[config.mk]
export PLATFORM = sky130hd
export DESIGN_NAME = ip_codma_crc_engine
export DESIGN_NICKNAME = d
export VERILOG_FILES = /design/src/rtl/ip_codma_crc_engine.sv
export SDC_FILE = /design/constraint.sdc
export NUM_CORES = 1
export LEC_CHECK = 0
export CORE_MARGIN = 4
export CORE_UTILIZATION = 51
export CTS_CLUSTER_SIZE = 8
export DETAILED_ROUTE_END_ITERATION = 10
export GPL_TIMING_DRIVEN = 0
export PLACE_DENSITY = 0.77
export SYNTH_ARGS = -nofsm -noshare
export SYNTH_HDL_FRONTEND = slang
export SYNTH_SLANG_ARGS = --single-unit
export TNS_END_PERCENT = 5
[constraint.sdc]
create_clock -name clk_i -period 2.89 [get_ports clk_i]
set_clock_uncertainty 0.1 [all_clocks]
set_input_delay 0.289 -clock clk_i [delete_from_list [all_inputs] [get_ports clk_i]]
set_output_delay 0.289 -clock clk_i [all_outputs]
set_load 0.1 [all_outputs]
[src/rtl/ip_codma_crc_engine.sv]
// ip_codma_crc_engine: streaming CRC engine. Each accepted word is folded into
// the CRC register MSB first, BPC bits per clock. The final word of a message
// produces a one-cycle done pulse carrying the CRC and a compare result.
module ip_codma_crc_engine #(
  parameter int               CRC_W   = 16,
  parameter logic [CRC_W-1:0] POLY    = CRC_W'(16'h1021),
  parameter logic [CRC_W-1:0] INIT    = '1,
  parameter logic [CRC_W-1:0] XOR_OUT = '0,
  parameter int               DATA_W  = 32,
  parameter int               BPC     = 8
) (
  input  logic              clk_i,
  input  logic              reset_n_i,
  input  logic              start_i,
  input  logic              in_valid_i,
  output logic              in_ready_o,
  input  logic [DATA_W-1:0] in_data_i,
  input  logic              in_last_i,
  input  logic [CRC_W-1:0]  expected_i,
  output logic [CRC_W-1:0]  crc_o,
  output logic              done_o,
  output logic              match_o,
  output logic              busy_o
);

  localparam int STEPS = DATA_W / BPC;
  localparam int CNT_W = (STEPS > 1) ? $clog2(STEPS) : 1;

  // A word must split into a whole number of per-clock slices.
  if ((DATA_W % BPC) != 0) begin : g_bad_bpc
    $error("ip_codma_crc_engine: DATA_W must be a multiple of BPC");
  end
  if ((CRC_W < 8) || (CRC_W > 32)) begin : g_bad_crc_w
    $error("ip_codma_crc_engine: CRC_W must lie in 8..32");
  end

  typedef enum logic [1:0] {IDLE, SHIFT, DONE} state_e;

  state_e             state_q, state_d;
  logic [CRC_W-1:0]   crc_q, crc_d;
  logic [CNT_W-1:0]   cnt_q, cnt_d;
  logic [DATA_W-1:0]  data_q, data_d;
  logic               last_q, last_d;
  logic [CRC_W-1:0]   crc_out_q, crc_out_d;
  logic               match_q, match_d;
  logic               done_q, done_d;
  logic               ready_q, ready_d;
  logic               busy_q, busy_d;

  // BPC serial LFSR steps, consuming the slice from its MSB downwards.
  function automatic logic [CRC_W-1:0] crc_step(input logic [CRC_W-1:0] crc_in,
                                                input logic [BPC-1:0]   bits);
    logic [CRC_W-1:0] c;
    logic             fb;
    c = crc_in;
    for (int i = BPC - 1; i >= 0; i--) begin
      fb = c[CRC_W-1] ^ bits[i];
      c  = {c[CRC_W-2:0], 1'b0} ^ (fb ? POLY : '0);
    end
    return c;
  endfunction

  // Next-state logic: start/accept in IDLE, one slice per cycle in SHIFT,
  // result publication and register reload in DONE.
  always_comb begin
    state_d   = state_q;
    crc_d     = crc_q;
    cnt_d     = cnt_q;
    data_d    = data_q;
    last_d    = last_q;
    crc_out_d = crc_out_q;
    match_d   = match_q;
    done_d    = 1'b0;
    case (state_q)
      IDLE: begin
        if (start_i) begin
          crc_d = INIT;
        end
        if (in_valid_i) begin
          data_d  = in_data_i;
          last_d  = in_last_i;
          cnt_d   = CNT_W'(STEPS - 1);
          state_d = SHIFT;
        end
      end
      SHIFT: begin
        crc_d  = crc_step(crc_q, data_q[DATA_W-1 -: BPC]);
        data_d = data_q << BPC;
        if (cnt_q == '0) begin
          if (last_q) begin
            state_d   = DONE;
            done_d    = 1'b1;
            crc_out_d = crc_d ^ XOR_OUT;
            match_d   = ((crc_d ^ XOR_OUT) == expected_i);
          end else begin
            state_d = IDLE;
          end
        end else begin
          cnt_d = cnt_q - 1'b1;
        end
      end
      DONE: begin
        crc_d   = INIT;
        state_d = IDLE;
      end
      default: begin
        state_d = IDLE;
      end
    endcase
    ready_d = (state_d == IDLE);
    busy_d  = (state_d != IDLE);
  end

  // State and output registers; reset discards any message in flight.
  always_ff @(posedge clk_i or negedge reset_n_i) begin
    if (!reset_n_i) begin
      state_q   <= IDLE;
      crc_q     <= INIT;
      cnt_q     <= '0;
      data_q    <= '0;
      last_q    <= 1'b0;
      crc_out_q <= '0;
      match_q   <= 1'b0;
      done_q    <= 1'b0;
      ready_q   <= 1'b1;
      busy_q    <= 1'b0;
    end else begin
      state_q   <= state_d;
      crc_q     <= crc_d;
      cnt_q     <= cnt_d;
      data_q    <= data_d;
      last_q    <= last_d;
      crc_out_q <= crc_out_d;
      match_q   <= match_d;
      done_q    <= done_d;
      ready_q   <= ready_d;
      busy_q    <= busy_d;
    end
  end

  assign in_ready_o = ready_q;
  assign busy_o     = busy_q;
  assign done_o     = done_q;
  assign crc_o      = crc_out_q;
  assign match_o    = match_q;

endmodule

== Word level (Yosys, flattened, before mapping) ==
Index checks and enable logic that the tools add are counted.

* Word-level logic and storage cells: 66
* Bits of input ports: 53
* Output and inout port bits: 20
* Register bits after elaboration: 73

* Bitwise operators: 16
* Muxes and demuxes: 22
* Add/sub/neg operators: 1
* Reductions and logical operators: 11
* Equality and inequality tests: 6

{| class="wikitable"
|+ Operators with widths
! operator !! count
|-
| $xor 16x13->16 || 8
|-
| $mux 13 || 8
|-
| $pmux 32 s2 || 1
|-
| $pmux 16 s3 || 1
|-
| $mux 32 || 1
|-
| $eq 16x16->1 || 1
|-
| $mux 16 || 1
|-
| $mux 2 || 5
|-
| $pmux 2 s2 || 2
|-
| $xor 1x1->1 || 8
|-
| $logic_not 2->1 || 3
|-
| $ne 2x2->1 const B || 3
|-
| $reduce_and 2->1 || 3
|-
| $reduce_and 3->1 || 2
|-
| $reduce_bool 2->1 || 2
|-
| $mux 1 || 3
|-
| $reduce_bool 3->1 || 1
|-
| $eq 2x1->1 const B || 1
|-
| $eq 2x2->1 const B || 1
|-
| $sub 2x1->2 const B || 1
|}

== Logic depth before layout (Yosys ltp) ==
* Word-level depth: 25
* Gate-level depth with buffers: 7
* Depth with buffers taken out: 7

== Least setup slack after synthesis ==
No wires, ideal clock.

* Path kind: reg2reg
* From: register crc_q[13]
* To: register match_q, in the netlist match_o
* Arrival time: 2.252 ns
* Required time: 2.698 ns
* Setup time: 0.092 ns
* Stages on the path, launching flop included: 6
* Clock period less this slack: 2.444 ns
* Slack: 0.446 ns
* Path buffers: 0
* Path through: dfstp_2 > xor2_2 > xnor2_1 > mux2_2 > or4_4 > o31ai_2

* Longest elaborated chain between the ends: 13

{| class="wikitable"
|+ RTL lines
! item !! RTL line !! text
|-
| from (decl) || 40 || <nowiki>logic [CRC_W-1:0] crc_q, crc_d;</nowiki>
|-
| from (signal assigned) || 129 || <nowiki>crc_q <= crc_d;</nowiki>
|-
| $xor 16x13->16 * (2 in a row) || 58 || <nowiki>c = {c[CRC_W-2:0], 1'b0} ^ (fb ? POLY : '0);</nowiki>
|-
| $xor 1x1->1 * || 57 || <nowiki>fb = c[CRC_W-1] ^ bits[i];</nowiki>
|-
| $mux 13 * || 58 ||
|-
| $xor 16x13->16 * (4 in a row) || 58 ||
|-
| $xor 1x1->1 || 57 ||
|-
| $mux 13 || 58 ||
|-
| $xor 16x13->16 * (2 in a row) || 58 ||
|-
| $eq 16x16->1 * || 94 || <nowiki>match_d = ((crc_d ^ XOR_OUT) == expected_i);</nowiki>
|-
| to (signal assigned) || 134 || <nowiki>match_q <= match_d;</nowiki>
|-
| to (decl) || 45 || <nowiki>logic match_q, match_d;</nowiki>
|}

Mark *: on every way between the ends. The rest lies on a longest branch, timed or not.
A chain may end at the register's enable or synchronous reset.

== Final worst setup path ==
Same ends and word-level chain as after synthesis.

==> qor.csv <==
stage,metric,value,unit
cts,Max Buffers Root-to-Sink,2,
synthesis,share of the synthesized area in the top cell type,39.65,%
global_routing,grt ovf,0,
route,"antenna viol nets, final",0,
cts,CTS H-Tree Depth,3,
critical_path,crit end category,flip-flop,
run_status,outcome,completed,
synthesis,post-synth net total,403,
critical_path,"Arr. time, crit path",2.71,ns
critical_path,Critical Path Slowest Stage Cell,dfstp_2,
die,Die Span X,91.25,um
global_routing,first-pass GRT wire length,13990,um
timing,RSZ-0062 raised after global routing,no,
synthesis,Post-synth EDFFs,0,
route,DRT iter0 DRCs,98,
route,drt pass-1 iters,5,
synthesis,most common library cells after synthesis,"nand2_1, dfrtp_1, o21ai_0",
cts,"Clk Latency, worst-skew pair",0.34,ns
timing,final hold vios,0,
synthesis,Synthesis Warnings,0,
timing,maximum clock rate,389.8,MHz
timing,"Slew Viols, Final",0,
layout,layout cells sized above 1,10.27,%
layout,Area Overhead vs Synth,30.12,%
timing,post-route clock period utilization,88.76,%
critical_path,"CP delay by family, top",XOR/XNOR gates,
cts,TritonCTS Buffers,9,
die,Initial Utilization,52.31,%
global_routing,busiest layer in global routing,met2,
cts,CTS Sinks,73,
synthesis,Main synth FF type,dfrtp_1,
synthesis,"Seq/Total Area, Yosys",52.28,%
die,die footprint,0.008327,mm2
critical_path,CP Class,flip-flop to flip-flop,
timing,minimum clock period,2.565,ns
global_routing,GR Util met1,26.92,%
place,dpl hpwl,5990,um
timing,worst slew pin tran,0.9691,ns
global_routing,vias in the first global route,2945,
global_routing,met2 Usage GRT,34.95,%
timing,Slew headroom,35.19,%
layout,filler instances,556,
route,routed vias,2798,
layout,Total Nets Final,487,
synthesis,cells taking the most area after synthesis,"dfrtp_1, dfstp_2, xnor2_1",
timing,"Setup violations, final",0,
synthesis,Mapped Area,0.003535,mm2
critical_path,Setup crit start,crc_q[13]$_DFFE_PN1P_,
route,routed vias/inst,5.402,
cts,Post-CTS Setup Bufs,0,
global_routing,met3 Use GR,4.225,%
run,Max-Cap Viols,0,
critical_path,critical path required time,3.04,ns
critical_path,Crit path buffers/inverters,0,
cts,CTS Root Cell,clkbuf_8,
place,Post-Place Cells,501,
cts,"Reg clk slew, reported paths",0.08,ns
synthesis,Synth Area per Inst,10.13,um2
route,DR WL/cell,16.04,um
cts,CTS tree,built,
min_path,Worst Hold Launch,crc_o[5]$_DFFE_PN0P_,
place,Placer Congestion,0.8572,
synthesis,largest area contributor in the netlist,dfrtp_1,
layout,Ant. Diodes,0,
die,row count,30,
die,Ports,73,
layout,fin cells,518,
critical_path,Critical Path Start Type,flip-flop,
global_routing,Total GRT Usage,21.17,%
synthesis,asr flop ratio synth,100.0,%
global_routing,initial antenna violation count,0,
synthesis,cell with the most instances after synthesis,nand2_1,
critical_path,crit-path max FO,8,
synthesis,Synth Instances,349,
critical_path,Max stage delay on crit path,0.56,ns
synthesis,Synth Register Bits,73,
critical_path,worst-path cell chain,xor2_2 > xnor2_2 > mux2_2 > or4_4 > o31ai_2,
min_path,hold crit path type,flip-flop to flip-flop,
route,DRC violations left,0,
critical_path,FF-to-FF Start,crc_q[13]$_DFFE_PN1P_,
place,Port Buf Inserts,72,
global_routing,largest net degree at the start of global routing,74,
route,Total Wirelength,8309,um
die,Die Ht,91.25,um
synthesis,synth unique cells,36,
die,core area,0.006756,mm2
-- metrics by stage --
stage	instance area (um2)	TNS (ns)	hold slack (ns)	worst slack (ns)	util (%)
detailed placement	4353	0	0.3703	0.1024	64.43
CTS	4592	0	0.3865	0.08526	67.96
global route	4599	0	0.4077	0.2392	68.07
finish	4599	0	0.3794	0.3248	68.07
floorplan	3535	0	-0.1066	0.4464	-
global placement	4355	-60.04	0.3587	-1.019	64.46
-- layout by cell type (no fill, tap or decap), types with 2 or more instances in the layout --
cell type | synthesis | layout
buf_1 | 3 | 3
or3_1 | 2 | 2
clkbuf_1 | 13 | 13
clkbuf_8 | 0 | 11
xor2_1 | 6 | 6
clkdlybuf4s50_1 | 0 | 71
o21ai_0 | 48 | 48
nor2_1 | 15 | 15
mux2_2 | 2 | 2
dfrtp_1 | 56 | 56
a31oi_1 | 2 | 2
o22a_1 | 3 | 3
mux2i_1 | 24 | 24
nor2b_1 | 14 | 14
nor3_1 | 3 | 3
dfstp_2 | 17 | 17
and3_1 | 3 | 3
inv_1 | 7 | 7
xnor2_1 | 29 | 28
bufinv_16 | 0 | 2
nand2_1 | 58 | 58
xnor2_2 | 2 | 3
clkinv_2 | 0 | 2
xor2_2 | 3 | 3
a21oi_1 | 22 | 22
nand3_1 | 3 | 3
-- layer usage --
metal / routed length, um / vias up
met5: 0 / -
met4: 199 / 0
met3: 399 / 19
met2: 4018 / 85
met1: 3691 / 1346
li1: - / 1348
-- registers in the layout, indices dropped and copies added (netlist names) --
signal and cells:
busy_o 1, cnt_q 2, crc_o 16, crc_q 16, data_q 32, done_o 1
in_ready_o 1, last_q 1, match_o 1, state_q 2
-- cells by family (layout without fill, tap and decap cells) --
logic type / count (synthesis) / after routing / synth area share (%)
AO/OA/AOI/OAI: 84 / 84 / 13.63
XOR/XNOR: 40 / 40 / 10.97
adder cells (fa/ha/maj): 1 / 1 / 0.3539
buffers and inverters: 23 / 112 / 2.443
flip-flops: 73 / 73 / 52.28
multiplexers: 26 / 26 / 7.434
AND/OR/NAND/NOR: 102 / 102 / 12.88
-- worst min-delay path, stage by stage, from the launching register on --
cell and delay (ns):
dfrtp_1 0.34, nand2_1 0.04, o21ai_0 0.06
-- final cells by class --
cell class / count / area (um2) / share of cell area, %
inverters: 7 / 26.28 / 0.5713
well taps: 80 / 100.1 / 2.176
repair buffers: 73 / 728.2 / 15.83
plain buffers: 16 / 60.06 / 1.306
clock inverters: 5 / 77.57 / 1.687
multi-input cells: 253 / 1608 / 34.96
clock buffers: 11 / 151.4 / 3.292
flip-flops and latches: 73 / 1848 / 40.18
-- final timing paths --
check | to | slack (ns) | cells past startpoint
max in group asynchronous | crc_o[7]$_DFFE_PN0P_ | 1.57 | 2
min in group asynchronous | crc_o[14]$_DFFE_PN0P_ | 0.50 | 2
worst max-delay path | match_o$_DFFE_PN0P_ | 0.32 | 5
worst max register to register | match_o$_DFFE_PN0P_ | 0.32 | 5
worst min-delay path | crc_o[5]$_DFFE_PN0P_ | 0.38 | 2
worst min register to register | crc_o[5]$_DFFE_PN0P_ | 0.38 | 2
-- what timing repair did --
| action | CTS | global route |
|---|---|---|
| setup endpoints to repair | 0 | 1 |
| hold endpoints to repair | 2 | 0 |
| resized for setup | 0 | 1 |
| hold buffers | 1 | 0 |
Power is left out: the tool's default activity adds up to more than one toggle a clock period on the data nets, which glitch-free logic cannot reach.
